$ cat src/rtl/rv32i_types_pkg.sv
// Shared RV32I core types: machine word, fetch queue entry, fetch FSM states.
package rv32i_types_pkg;

  typedef logic [31:0] word_t;

  localparam word_t RESET_VECTOR = 32'h0000_0200;

  typedef struct packed {
    word_t instr;
    word_t pc;
    logic  fault;
  } fetch_entry_t;

  typedef enum logic [1:0] {
    FETCH_IDLE    = 2'd0,
    FETCH_WAIT    = 2'd1,
    FETCH_DISCARD = 2'd2
  } fetch_state_e;

endpackage

$ cat src/rtl/fetch_fifo.sv
// Small power-of-two FIFO of fetch entries with flush; a flush may load one
// entry in the same cycle, which lands in slot 0.
module fetch_fifo
  import rv32i_types_pkg::*;
#(
  parameter int unsigned DEPTH = 2
) (
  input  logic                   clk_i,
  input  logic                   rst_ni,
  input  logic                   flush_i,
  input  logic                   push_i,
  input  fetch_entry_t           push_data_i,
  input  logic                   pop_i,
  output fetch_entry_t           head_o,
  output logic [$clog2(DEPTH):0] count_o,
  output logic                   full_o,
  output logic                   empty_o
);

  localparam int unsigned PW = $clog2(DEPTH);
  localparam int unsigned CW = PW + 1;

  fetch_entry_t  mem_q [DEPTH];
  logic [PW-1:0] rd_ptr_q, rd_ptr_d;
  logic [PW-1:0] wr_ptr_q, wr_ptr_d;
  logic [PW-1:0] wr_idx;
  logic [CW-1:0] count_q, count_d;

  always_comb begin
    rd_ptr_d = rd_ptr_q;
    wr_ptr_d = wr_ptr_q;
    count_d  = count_q;
    wr_idx   = wr_ptr_q;
    if (flush_i) begin
      rd_ptr_d = '0;
      wr_idx   = '0;
      wr_ptr_d = push_i ? PW'(1) : '0;
      count_d  = push_i ? CW'(1) : '0;
    end else begin
      if (push_i) wr_ptr_d = wr_ptr_q + PW'(1);
      if (pop_i)  rd_ptr_d = rd_ptr_q + PW'(1);
      count_d = count_q + CW'(push_i) - CW'(pop_i);
    end
  end

  always_ff @(posedge clk_i or negedge rst_ni) begin
    if (!rst_ni) begin
      rd_ptr_q <= '0;
      wr_ptr_q <= '0;
      count_q  <= '0;
    end else begin
      rd_ptr_q <= rd_ptr_d;
      wr_ptr_q <= wr_ptr_d;
      count_q  <= count_d;
    end
  end

  always_ff @(posedge clk_i) begin
    if (push_i) mem_q[wr_idx] <= push_data_i;
  end

  assign head_o  = mem_q[rd_ptr_q];
  assign count_o = count_q;
  assign full_o  = (count_q == CW'(DEPTH));
  assign empty_o = (count_q == '0);

endmodule

$ cat src/rtl/ifetch_queue.sv
// Fetch stage: owns the PC, issues single outstanding word reads, queues
// returned words for decode and handles flushing redirects.
module ifetch_queue
  import rv32i_types_pkg::*;
#(
  parameter logic [31:0] RESET_PC = RESET_VECTOR,
  parameter int unsigned DEPTH    = 2
) (
  input  logic        CLK,
  input  logic        nRST,
  output logic        imem_ren,
  output logic [31:0] imem_addr,
  input  logic        imem_busy,
  input  logic [31:0] imem_rdata,
  input  logic        redirect,
  input  logic [31:0] redirect_pc,
  output logic        instr_valid,
  output logic [31:0] instr,
  output logic [31:0] instr_pc,
  output logic        instr_fault,
  input  logic        instr_ready
);

  localparam int unsigned CW = $clog2(DEPTH) + 1;

  fetch_state_e  state_q, state_d;
  logic [31:0]   fetch_pc_q, fetch_pc_d;
  logic [31:0]   discard_addr_q, discard_addr_d;
  logic          fault_pend_q, fault_pend_d;

  logic          push, pop, full, empty;
  logic [CW-1:0] count, count_next;
  fetch_entry_t  push_data, head;

  assign pop = instr_valid && instr_ready;

  always_comb begin
    state_d        = state_q;
    fetch_pc_d     = fetch_pc_q;
    discard_addr_d = discard_addr_q;
    fault_pend_d   = fault_pend_q;
    push           = 1'b0;
    push_data      = '0;
    imem_ren       = (state_q != FETCH_IDLE);
    imem_addr      = (state_q == FETCH_DISCARD) ? discard_addr_q : fetch_pc_q;

    if (redirect) begin
      fetch_pc_d   = redirect_pc;
      fault_pend_d = (redirect_pc[1:0] != 2'b00);
      if (fault_pend_d) begin
        push      = 1'b1;
        push_data = '{instr: '0, pc: redirect_pc, fault: 1'b1};
      end
    end else if (state_q == FETCH_WAIT && !imem_busy) begin
      push       = 1'b1;
      push_data  = '{instr: imem_rdata, pc: fetch_pc_q, fault: 1'b0};
      fetch_pc_d = fetch_pc_q + 32'd4;
    end

    // Occupancy after this edge decides whether a new read may be started now.
    count_next = redirect ? CW'(push) : count + CW'(push) - CW'(pop);

    // A stalled read cannot be withdrawn: keep presenting its address until it
    // completes, then throw the data away.
    if (imem_ren && imem_busy && (redirect || state_q == FETCH_DISCARD)) begin
      state_d        = FETCH_DISCARD;
      discard_addr_d = imem_addr;
    end else if (imem_ren && imem_busy) begin
      state_d = FETCH_WAIT;
    end else if (count_next < CW'(DEPTH) && !fault_pend_d) begin
      state_d = FETCH_WAIT;
    end else begin
      state_d = FETCH_IDLE;
    end
  end

  always_ff @(posedge CLK or negedge nRST) begin
    if (!nRST) begin
      state_q        <= FETCH_IDLE;
      fetch_pc_q     <= RESET_PC;
      discard_addr_q <= '0;
      fault_pend_q   <= 1'b0;
    end else begin
      state_q        <= state_d;
      fetch_pc_q     <= fetch_pc_d;
      discard_addr_q <= discard_addr_d;
      fault_pend_q   <= fault_pend_d;
    end
  end

  fetch_fifo #(
    .DEPTH(DEPTH)
  ) u_fifo (
    .clk_i      (CLK),
    .rst_ni     (nRST),
    .flush_i    (redirect),
    .push_i     (push),
    .push_data_i(push_data),
    .pop_i      (pop),
    .head_o     (head),
    .count_o    (count),
    .full_o     (full),
    .empty_o    (empty)
  );

  assign instr_valid = !empty;
  assign instr       = empty ? '0 : head.instr;
  assign instr_pc    = empty ? '0 : head.pc;
  assign instr_fault = empty ? 1'b0 : head.fault;

  push_not_full_a: assert property (@(posedge CLK) disable iff (!nRST)
    !(push && full && !pop && !redirect));

endmodule
$ cat config.mk
export PLATFORM = sky130hd
export DESIGN_NAME = ifetch_queue
export DESIGN_NICKNAME = d
export VERILOG_FILES = /design/src/rtl/rv32i_types_pkg.sv /design/src/rtl/fetch_fifo.sv /design/src/rtl/ifetch_queue.sv
export SDC_FILE = /design/constraint.sdc
export NUM_CORES = 1
export LEC_CHECK = 0
export ABC_AREA = 0
export ABC_CLOCK_PERIOD_IN_PS = 10600
export BUFFER_PORTS_ARGS = -buffer_cell sky130_fd_sc_hd__buf_4
export CELL_PAD_IN_SITES_DETAIL_PLACEMENT = 0
export CELL_PAD_IN_SITES_GLOBAL_PLACEMENT = 1
export CORE_UTILIZATION = 48
export DETAILED_ROUTE_END_ITERATION = 8
export PLACE_DENSITY_LB_ADDON = 0.1
export REMOVE_ABC_BUFFERS = 1
export SYNTH_ARGS = -nofsm -noshare
export SYNTH_HDL_FRONTEND = slang
export SYNTH_SLANG_ARGS = --single-unit
$ cat constraint.sdc
create_clock -name CLK -period 10.6 [get_ports CLK]
set_input_delay 2.12 -clock CLK [delete_from_list [all_inputs] [get_ports CLK]]
set_output_delay 2.12 -clock CLK [all_outputs]
set_load 0.05 [all_outputs]
==> impl_metrics.ini <==
[timing]
setup_violations = 0
slew_headroom_pct = 21.5
setup_tns_ns = 0
drv_slew = 0
period_needed_ns = 4.48
holdWs_ns = 0.488
fin_crit_sh_pct = 42.2
hold_violations = 0
fin_worst_skew_ns = 0.00620
rsz0062_at_grt = no
fmax_ghz = 0.223
worstMarginPinSlew_ns = 1.18

[layout]
drive_gt1_share_pct = 32.4
layout.nets = 926
stdcell_count = 1104
design_area_um2 = 11300
final_util_pct = 60.5
n_antenna_cell = 0
area_growth_pct = 23.6

[logic_synthesis]
yosysMostFrequentCell = edfxtp_1
synth-xor-area-share_pct = 1.49
synth_enable_flop_cells = 130
avgSynthCellArea_um2 = 13.0
ys_top_cells_by_count = 130 x edfxtp_1, 88 x nor2_1, 70 x dfrtp_1
ys_types = 48
synth_compound_area_share_pct = 6.86
synthArstFlopShare_pct = 35.3
synthAdderAreaFrac_pct = 0.410
synth_top_family_by_area = multiplexers
synth_top_flop_cell = edfxtp_1
seq_area_frac_synth_pct = 62.1
synth.area.mux_share_pct = 15.2
synth_area_leaders = edfxtp_1 43%, dfrtp_1 19%, mux2_2 8.0%
syn_inst = 705
netlist_area_um2 = 9150
yosysWarningCount = 0
synth.largest_area_cell = edfxtp_1
synthSimpleGateAreaFrac_pct = 11.5
yosysTopAreaCellShare_pct = 42.7
ys_seq_elements = 201

[detailed_routing]
avgViaCountPerCell = 5.43
drc_errors = 0
antenna_left = 0
wl_per_cell_um = 17.7
drt-initial-drc-count = 394
via_count = 6000
wirelength_um = 19500
first_pass_iters = 5

[pwr]
p_sw_uw = 1040
p_per_area_nw_per_um2 = 249
internal_power_uw = 1780
vdd_drop_max_v = 0.000121
seqPwrFrac_pct = 38.5
p_clk_share_pct = 26.2
sw_frac_of_total_pct = 36.9
combPwrFrac_pct = 35.3
p_leak_uw = 0.00447

[cts]
clk-insertion-delay-late_ns = 0.49
clk_pin_slew_ns = 0.06
cts-root-buf = clkbuf_16
cts_max_path_buffers = 3
cts_tree = built
htree_levels = 1
cts-hold-fix-buffers = 0
cts_resized = 0
post-cts-setup-buffer-count = 0
clock_sinks = 201
cts_inserted_buffers = 22

[global_route]
grtUsageMet3_pct = 3.38
grt_util_met1_pct = 28.6
grt.met2_usage_pct = 31.3
grt_max_degree = 72
grt_usage_pct = 19.9
antenna_found_initial = 0
grt_pass1_vias = 5870
grt_overflow_total = 0
grt_pass1_wl_um = 30700
top_usage_layer = met2

[critical_path]
path_class = reg -> out
crit_fanout = 66
worst_setup_path_end_kind = output pin
critPathLaunch = u_fifo.rd_ptr_q$_DFFE_PN0P_
cp.arrival_ns = 2.36
start_kind = flip-flop
required_ns = 8.48
r2r-start = state_q[1]$_DFF_PN0_

[die]
die_x_um = 140
initial_core_util_pct = 48.9
core_region_area_um2 = 18700
die_h_um = 140
rows = 50
io_pins = 168
die-area_um2 = 19600

[placement]
dp_hpwl_um = 12600
place_area_um2 = 10600
placement.io_buffers = 167
dp_cells = 1064
gp_congestion = 0.825

[job]
maxCapViolCount = 0

[outcome]
outcome = finished, final reports clean

[hold_path]
hold_class = reg -> reg
hold_start = fault_pend_q$_DFF_PN0_
-- metal layers --
layer  wire length [µm]  up-vias
met3               1080       32
met1               9200     2876
met5                  0        -
met2               8880      182
met4                380        0
li1                   -     2910
-- registers in the layout (all words and copies together), names as in the netlist --
signal,count
u_fifo.wr_ptr_q,1
fetch_pc_q,32
state_q,2
fault_pend_q,1
u_fifo.mem_q,130
u_fifo.rd_ptr_q,1
discard_addr_q,32
u_fifo.count_o,2
-- layout by cell type, fill, tap and decap left out, types with 2 or more instances in the layout --
master,count
nand4_1,11
o21ai_0,18
mux2_2,65
o211ai_1,3
clkbuf_8,4
dfrtp_1,69
clkinvlp_4,3
clkinv_1,4
nand3_1,9
buf_4,173
or2_2,2
ha_1,3
nand2_1,30
and2_1,35
xor2_1,3
clkbuf_1,3
or3_1,5
mux2i_1,66
edfxtp_1,130
nor4_1,4
o31ai_1,10
a21o_1,2
inv_1,7
clkinv_2,3
nor2_4,2
a22o_1,29
xnor2_1,10
or4_1,15
a31oi_1,12
clkbuf_16,23
a21boi_0,3
a21oi_1,2
nor3_1,5
nor2_1,86
-- kinds of logic after synthesis --
family                   count (synthesis)
AO/OA/AOI/OAI                           87
XOR/XNOR                                14
adder cells (fa/ha/maj)                  3
buffers and inverters                   56
flip-flops                             201
multiplexers                           131
AND/OR/NAND/NOR                        213
-- critical path: stages, from the launching register on --
cell     delay [ns]
dfrtp_4        1.17
mux2i_1        0.19
nor2_1         0.19
buf_4          0.23
-- power groups by stage --
stage | Combinational (µW) | Clock (µW) | Sequential [µW]
after floorplan | 730 | 0 | 1070
after global placement | 990 | 0 | 1090
after detailed placement | 1000 | 0 | 1100
after CTS | 1010 | 759 | 1090
after global routing | 1050 | 788 | 1100
final | 996 | 740 | 1090
-- stage by stage --
step | worst slack, ns | total power, µW
final | 6.12 | 2820
after global routing | 5.98 | 2950
after CTS | 6.10 | 2850
after detailed placement | 5.74 | 2110
after global placement | 5.73 | 2080
after floorplan | 2.44 | 1800
-- worst paths after layout --
kind / to / slack [ns] / cells past startpoint
min in group asynchronous: discard_addr_q[3]$_DFFE_PN0P_ / 1.76 / 1
max in group asynchronous: u_fifo.rd_ptr_q$_DFFE_PN0P_ / 8.15 / 1
worst max-delay path: instr_pc[0] / 6.12 / 3
worst max register to register: u_fifo.mem_q[0][21]$_DFFE_PP_ / 7.90 / 4
worst min-delay path: fault_pend_q$_DFF_PN0_ / 0.49 / 1
worst min register to register: fault_pend_q$_DFF_PN0_ / 0.49 / 1
-- area by class of cell --
| cell class | count | area [µm²] |
|---|---|---|
| Multi-Input combinational cell | 448 | 3280 |
| Clock inverter | 10 | 78.8 |
| Fill cell | 1518 | 7400 |
| Sequential cell | 201 | 5690 |
| Clock buffer | 30 | 642 |
| Tap cell | 234 | 293 |
| Inverter | 8 | 30.0 |
| Timing Repair Buffer | 173 | 1300 |
(Power assumes the default switching activity.)
